===== config.mk =====
export PLATFORM = sky130hd
export DESIGN_NAME = seg7_reader
export DESIGN_NICKNAME = d
export VERILOG_FILES = /design/src/rtl/seg7_reader.sv
export SDC_FILE = /design/constraint.sdc
export NUM_CORES = 1
export LEC_CHECK = 0
export CORE_ASPECT_RATIO = 0.6
export CORE_MARGIN = 3
export CORE_UTILIZATION = 60
export CTS_CLUSTER_DIAMETER = 150
export DETAILED_ROUTE_END_ITERATION = 12
export PLACE_DENSITY = 0.84
export SLEW_MARGIN = 20
export SYNTH_ARGS = -nofsm -noshare
export SYNTH_HDL_FRONTEND = slang
export SYNTH_SLANG_ARGS = --single-unit

===== constraint.sdc =====
create_clock -name clk -period 4.1 [get_ports clk]
set_input_delay 0.82 -clock clk [delete_from_list [all_inputs] [get_ports clk]]
set_output_delay 0.82 -clock clk [all_outputs]
set_load 0.02 [all_outputs]

===== src/rtl/seg7_reader.sv =====
// ============================================================================
// Module   : seg7_reader
// Purpose  : Debounces a pair of active-low 7-segment patterns and presents
//            each newly stable, decoded byte with a valid/ack handshake.
// Revision : 1.0 - initial release
// ============================================================================
`timescale 1ns/1ps
`default_nettype none

module seg7_reader #(
  parameter int STABLE_CYCLES = 4
) (
  input  logic       clk,
  input  logic       rst,
  input  logic [6:0] seg0,
  input  logic [6:0] seg1,
  input  logic       ack,
  output logic [7:0] q,
  output logic       valid,
  output logic       err,
  output logic       overrun
);

  localparam int unsigned     c_cw     = 4;
  localparam logic [c_cw-1:0] c_stable = c_cw'(STABLE_CYCLES);

  localparam logic [0:0] c_st_wait    = 1'b0;
  localparam logic [0:0] c_st_present = 1'b1;

  // Returns {illegal, nibble} for one active-low digit pattern.
  function automatic logic [4:0] decode_digit(input logic [6:0] pat);
    logic [4:0] res;
    case (pat)
      7'h40:   res = {1'b0, 4'h0};
      7'h79:   res = {1'b0, 4'h1};
      7'h24:   res = {1'b0, 4'h2};
      7'h30:   res = {1'b0, 4'h3};
      7'h19:   res = {1'b0, 4'h4};
      7'h12:   res = {1'b0, 4'h5};
      7'h02:   res = {1'b0, 4'h6};
      7'h78:   res = {1'b0, 4'h7};
      7'h00:   res = {1'b0, 4'h8};
      7'h10:   res = {1'b0, 4'h9};
      7'h7F:   res = {1'b0, 4'hF};
      default: res = {1'b1, 4'hE};
    endcase
    return res;
  endfunction

  logic [13:0]     w_pattern;
  logic            w_match;
  logic [c_cw-1:0] w_count_next;
  logic            w_stable;
  logic            w_new;
  logic [4:0]      w_dec_lo;
  logic [4:0]      w_dec_hi;

  logic [13:0]     r_shadow;
  logic [c_cw-1:0] r_count;
  logic [13:0]     r_last;
  logic            r_first;
  logic [0:0]      r_state;
  logic [0:0]      w_state_next;

  logic            w_load;
  logic            w_clear;
  logic            w_ovr_set;

  assign w_pattern = {seg1, seg0};
  assign w_match   = (w_pattern == r_shadow);

  always_comb begin
    w_count_next = '0;
    if (w_match) begin
      w_count_next = (r_count == c_stable) ? r_count : r_count + 4'd1;
    end
  end

  // Stability is judged on the count this edge will produce, so a pattern is
  // acted on in the same edge that completes its stable period.
  assign w_stable = w_match && (w_count_next == c_stable);
  assign w_new    = w_stable && (r_first || (w_pattern != r_last));

  assign w_dec_lo = decode_digit(seg0);
  assign w_dec_hi = decode_digit(seg1);

  always_ff @(posedge clk or posedge rst) begin
    if (rst) begin
      r_shadow <= '0;
      r_count  <= '0;
    end else begin
      if (!w_match) begin
        r_shadow <= w_pattern;
      end
      r_count <= w_count_next;
    end
  end

  always_ff @(posedge clk or posedge rst) begin
    if (rst) begin
      r_state <= c_st_wait;
    end else begin
      r_state <= w_state_next;
    end
  end

  always_comb begin
    w_state_next = r_state;
    case (r_state)
      c_st_wait:    if (w_new) w_state_next = c_st_present;
      c_st_present: if (ack)   w_state_next = c_st_wait;
      default:      w_state_next = c_st_wait;
    endcase
  end

  always_comb begin
    w_load    = 1'b0;
    w_clear   = 1'b0;
    w_ovr_set = 1'b0;
    case (r_state)
      c_st_wait:    w_load = w_new;
      c_st_present: begin
        w_clear   = ack;
        w_ovr_set = !ack && w_new;
      end
      default: ;
    endcase
  end

  always_ff @(posedge clk or posedge rst) begin
    if (rst) begin
      q       <= '0;
      valid   <= 1'b0;
      err     <= 1'b0;
      overrun <= 1'b0;
      r_last  <= '0;
      r_first <= 1'b1;
    end else begin
      if (w_load) begin
        q       <= {w_dec_hi[3:0], w_dec_lo[3:0]};
        err     <= w_dec_hi[4] | w_dec_lo[4];
        valid   <= 1'b1;
        r_last  <= w_pattern;
        r_first <= 1'b0;
      end
      if (w_clear) begin
        valid   <= 1'b0;
        err     <= 1'b0;
        overrun <= 1'b0;
      end else if (w_ovr_set) begin
        overrun <= 1'b1;
      end
    end
  end

endmodule

`default_nettype wire


-- After elaboration in Yosys (flattened, before gate mapping)
Cells that the tools add are included.
- output and inout bits: 11
- bits of input ports: 17
- flip-flop bits (word level): 45
- word-level logic and storage cells: 61
- bitwise logic cells: 2
- reduce and logical (&&, ||, !) cells: 9
- equal/unequal tests: 24
- multiplexer cells: 16
- add/subtract/negate cells: 1
- operator list (cell ; number):
    $pmux W5 S11 ; 2
    $eq A7 B7 Y1 const B ; 8
    $eq A7 B5 Y1 const B ; 6
    $eq A7 B6 Y1 const B ; 4
    $eq A14 B14 Y1 ; 1
    $eq A7 B2 Y1 const B ; 2
    $logic_not A7 Y1 ; 2
    $ne A14 B14 Y1 ; 1
    $mux W1 ; 11
    $eq A4 B3 Y1 const B ; 2
    $mux W4 ; 2
    $add A4 B1 Y4 const B ; 1
    $reduce_bool A2 Y1 ; 2
    $logic_and A1 B1 Y1 ; 3
    $pmux W1 S2 ; 1
    $logic_not A1 Y1 ; 1
    $logic_or A1 B1 Y1 ; 1
    $not A1 Y1 ; 1
    $or A1 B1 Y1 ; 1

-- Longest topological paths before layout
- word-level depth: 10
- gate-level depth with buffers: 9

-- Worst setup path before layout
No wires, ideal clock.
- path kind: input -> register
- start point: in seg0[2]
- end point: reg q[1]
- arrival time: 2.483 ns
- stages on the path: 8
- path slack: 1.492 ns
- library setup time: 0.125 ns
- path through: clkbuf_1 -> xnor2_1 -> nand4_1 -> nor4_2 -> nor4b_4 -> o211ai_4 -> buf_6 -> mux2_4
- word-level cells in the longest chain between the ends: 6
- elaborated cells between the ends (all ways): 20
- those cells by class: 13 x eq/ne; 3 x mux; 4 x reduce/logical
- RTL lines (element ; RTL line ; text):
    start: declaration ; 15 ; input logic [6:0] seg0,
    $eq A14 B14 Y1 ; 70 ; assign w_match = (w_pattern == r_shadow);
    $mux W4 ; 74 ; if (w_match) begin
    $eq A4 B3 Y1 ; 81 ; assign w_stable = w_match && (w_count_next == c_stable);
    $logic_and A1 B1 Y1 ; 81 ;
    $logic_and A1 B1 Y1 ; 82 ; assign w_new = w_stable && (r_first || (w_pattern != r_last));
    $mux W1 ; 120 ; case (r_state)
    end signal: assignment ; 140 ; q <= {w_dec_hi[3:0], w_dec_lo[3:0]};
    end: declaration ; 18 ; output logic [7:0] q,
Several ways; a longest one is shown, not always the timed one.
A chain may end at the register's enable or synchronous reset.

-- Worst setup path after layout
- start point: in seg0[5]
- end point: reg r_last[8]
- word-level cells in the longest chain between the ends: 6
- elaborated cells between the ends (all ways): 8
- those cells by class: 3 x eq/ne; 2 x mux; 3 x reduce/logical
- RTL lines (element ; RTL line ; text):
    $eq A14 B14 Y1 ; 70 ;
    $mux W4 ; 74 ;
    $eq A4 B3 Y1 ; 81 ;
    $logic_and A1 B1 Y1 ; 81 ;
    $logic_and A1 B1 Y1 (*) ; 82 ;
    $mux W1 (*) ; 120 ;
    end signal: assignment ; 143 ; r_last <= w_pattern;
    end: declaration ; 60 ; logic [13:0] r_last;
Every way passes the cells marked *; elsewhere a longest branch is shown, timed or not.

==> flow_summary_export.csv <==
group,metric,value,unit
power,power_leakage,1.33,nW
power,power_frac_seq,54.5,%
drt,drt_wl_total,5230,um
power,switching_share,26.2,%
clock_tree,cts-root-buf,"clkbuf_8",
synthesis,netlist_area,2550,sq um
synthesis,synth.distinct_cells,45,
floorplan,die_h,56.5,um
clock_tree,ctsHoldBuffers,0,
synthesis,synth_nets,262,
grt,grt_pass1_wl,8800,um
setup_path,worstSetupStartpointType,"input pin",
grt,grtUsageTotal,22.2,%
clock_tree,worstSkewPairLatency,0.30,ns
sta,setup_viol,0,
placed_design,io_buffer_count,27,
finish,finalCoreUtilization,75.1,%
synthesis,synth-edff-count,0,
sta,setup_ws,0.878,ns
floorplan,coreArea,3870,sq um
placed_design,dp_slack,0.580,ns
synthesis,yosysMostFrequentCell,"dfrtp_1",
drt,num_vias,1769,
setup_path,critPathKind,"in2reg",
clock_tree,clk_pin_slew_worst_paths,0.09,ns
finish,fillers,285,
synthesis,synth_ff_type,"dfrtp_1",
synthesis,synth_area_per_cell,10.5,sq um
floorplan,rows,17,
clock_tree,cts_buffers,5,
synthesis,yosysTopAreaCell,"dfrtp_1",
grt,grt.overflow.total,0,
setup_path,required,4.29,ns
sta,tns,0,ns
synthesis,synth_common_cells,"dfrtp_1 (44), clkbuf_1 (27), xnor2_1 (19), mux2_4 (15)",
drt,drtAntennaViolNets,0,
setup_path,end_kind,"register",
grt,grt_max_degree,46,
power,clock_power_share,33.4,%
clock_tree,cts-resized-gates,0,
synthesis,synth_cells,243,
power,switching_power,0.219,mW
synthesis,yosysTopAreaCellShare,43.2,%
finish,diodes,0,
synthesis,synth-seq-cells,45,
synthesis,synth_async_sr_flop_share,100,%
drt,route.detailed.drc,0,
floorplan,die_area,5090,sq um
sta,slew-limit-headroom,63.5,%
grt,antenna_found_initial,0,
clock_tree,h-tree-depth,2,
setup_path,cp_max_fo,18,
finish,drive_above_1_share,16.9,%
sta,hold_viol,0,
power,worst_ir_drop_vdd,0.000189,V
worst_hold_path,min_path_type,"reg2reg",
power,p_int,0.618,mW
synthesis,ys_warn_count,0,
drt,wl_per_cell,16.8,um
synthesis,synthTopCellsByArea,"dfrtp_1 (43%), mux2_4 (8.8%), xnor2_1 (6.5%), xor2_1 (4.1%), clkbuf_1 (4.0%)",
power,comb_power_share,12.1,%
clock_tree,cts_buffer_depth,2,
sta,maxSlewViolCount,0,
sta,finClkSkew,0.00663,ns
clock_tree,postCtsSetupRepairBufs,0,
clock_tree,cts_tree,"yes",
drt,drt_iter0_drc,92,
grt,grt_pass1_vias,1688,
sta,post-route-period-util,78.6,%
synthesis,yosysSeqAreaShare,44.3,%
sta,rsz0062_at_grt,"false",
sta,fmax,0.310,GHz
job,max_cap_viol_count,0,
clock_tree,clock-sinks,45,
status,status,"completed",
floorplan,initial_core_util,65.8,%
placed_design,dp_hpwl,3780,um
drt,firstDrtPassIters,5,
setup_path,cp.arrival,3.41,ns
sta,fin_crit,3.22,ns
power,power_density,288,nW/um^2
floorplan,top_level_ports,28,
sta,worst_pin_slew,0.542,ns
floorplan,die_w,90.1,um
finish,nNetsFinal,273,
finish,layout-area-overhead-vs-synth,14.1,%
drt,via_per_inst,5.67,
placed_design,gp_congestion,0.934,
-- per-stage QoR --
step / cell area [sq um] / hold slack (ns) / cells / power, mW
after CTS: 2910 / 0.506 / 312 / 0.840
after floorplan: 2550 / 0.462 / 243 / 0.532
after global routing: 2910 / 0.521 / 312 / 0.877
after global placement: 2820 / 0.486 / 304 / 0.565
after detailed placement: 2820 / 0.492 / 304 / 0.566
final: 2910 / 0.506 / 312 / 0.837
-- path summary, 6_finish.rpt --
| path | from | to | slack [ns] | cells after the start |
|---|---|---|---|---|
| max reg2reg | r_count[0] | r_last[8] | 1.65 | 8 |
| max in group asynchronous | rst | r_first | 2.77 | 3 |
| min | r_first | r_first | 0.51 | 1 |
| max | seg0[5] | r_last[8] | 0.88 | 8 |
| min in group asynchronous | rst | r_shadow[6] | 0.96 | 3 |
| min reg2reg | r_first | r_first | 0.51 | 1 |
-- final cells by class --
type	instances	area, sq um	area share (%)
multi-input cells	158	1240	42.6
flip-flops and latches	45	1130	38.8
clock inverters	3	21.3	0.731
well taps	57	71.3	2.45
clock buffers	5	68.8	2.37
repair buffers	36	350	12.0
inverters	8	30.0	1.03
-- power groups by stage --
stage | clock (mW) | combinational (mW) | sequential [mW]
floorplan | 0 | 0.0662 | 0.466
detailed placement | 0 | 0.102 | 0.465
finish | 0.279 | 0.102 | 0.456
global route | 0.308 | 0.112 | 0.457
CTS | 0.282 | 0.102 | 0.456
global placement | 0 | 0.100 | 0.465
-- layout by cell type (no fill, tap or decap), types with 2 or more instances in the layout --
master and instances:
nand3b_1 4, and4b_1 2, mux2_4 15, clkdlybuf4s50_1 27, nor4bb_1 2, a21oi_1 6
xor2_1 12, and2_1 3, buf_4 8, inv_1 7, nor2_1 10, xnor2_1 19
nand3_1 9, nor4b_1 4, nand4_1 7, o21ai_0 12, nor3_1 7, mux2_2 6
nand2_1 12, nor4_1 3, ha_1 2, clkbuf_8 5, nand2b_1 2, nor3b_1 2
dfrtp_1 44
-- routing by layer --
| metal | vias up | wire length (um) | share of wire (%) | GRT usage (%) |
|---|---|---|---|---|
| li1 | 858 | - | - | - |
| met1 | 835 | 2620 | 50 | 34.2 |
| met2 | 74 | 2210 | 42 | 30.0 |
| met3 | 2 | 365 | 7.0 | 6.69 |
| met4 | 0 | 27 | 0.52 | 5.66 |
| met5 | - | 0 | 0 | 0 |
-- worst max-delay path: stages --
cell and delay, ns:
clkdlybuf4s50_1 0.78, xnor2_1 0.18, nand4_1 0.15, nor4_2 0.37, nor4b_4 0.34, o211ai_4 0.23
buf_12 0.22, mux2_4 0.30
-- flip-flops by register name, indices dropped and copies added (netlist names) --
signal	count
r_first	1
r_last	14
err	1
valid	1
r_count	4
overrun	1
r_state	1
q	8
r_shadow	14
-- cell families (layout without fill, tap and decap cells) --
| logic type | after synthesis | count (layout) | synth area share, % |
|---|---|---|---|
| simple gates | 75 | 75 | 18.0 |
| flops | 45 | 45 | 44.3 |
| buf+inv | 40 | 52 | 7.12 |
| xor+xnor | 31 | 31 | 10.7 |
| compound gates | 28 | 28 | 7.07 |
| mux | 22 | 22 | 11.9 |
| fa+ha+maj | 2 | 2 | 0.982 |
Note: power is estimated with default switching activity, not from simulation.
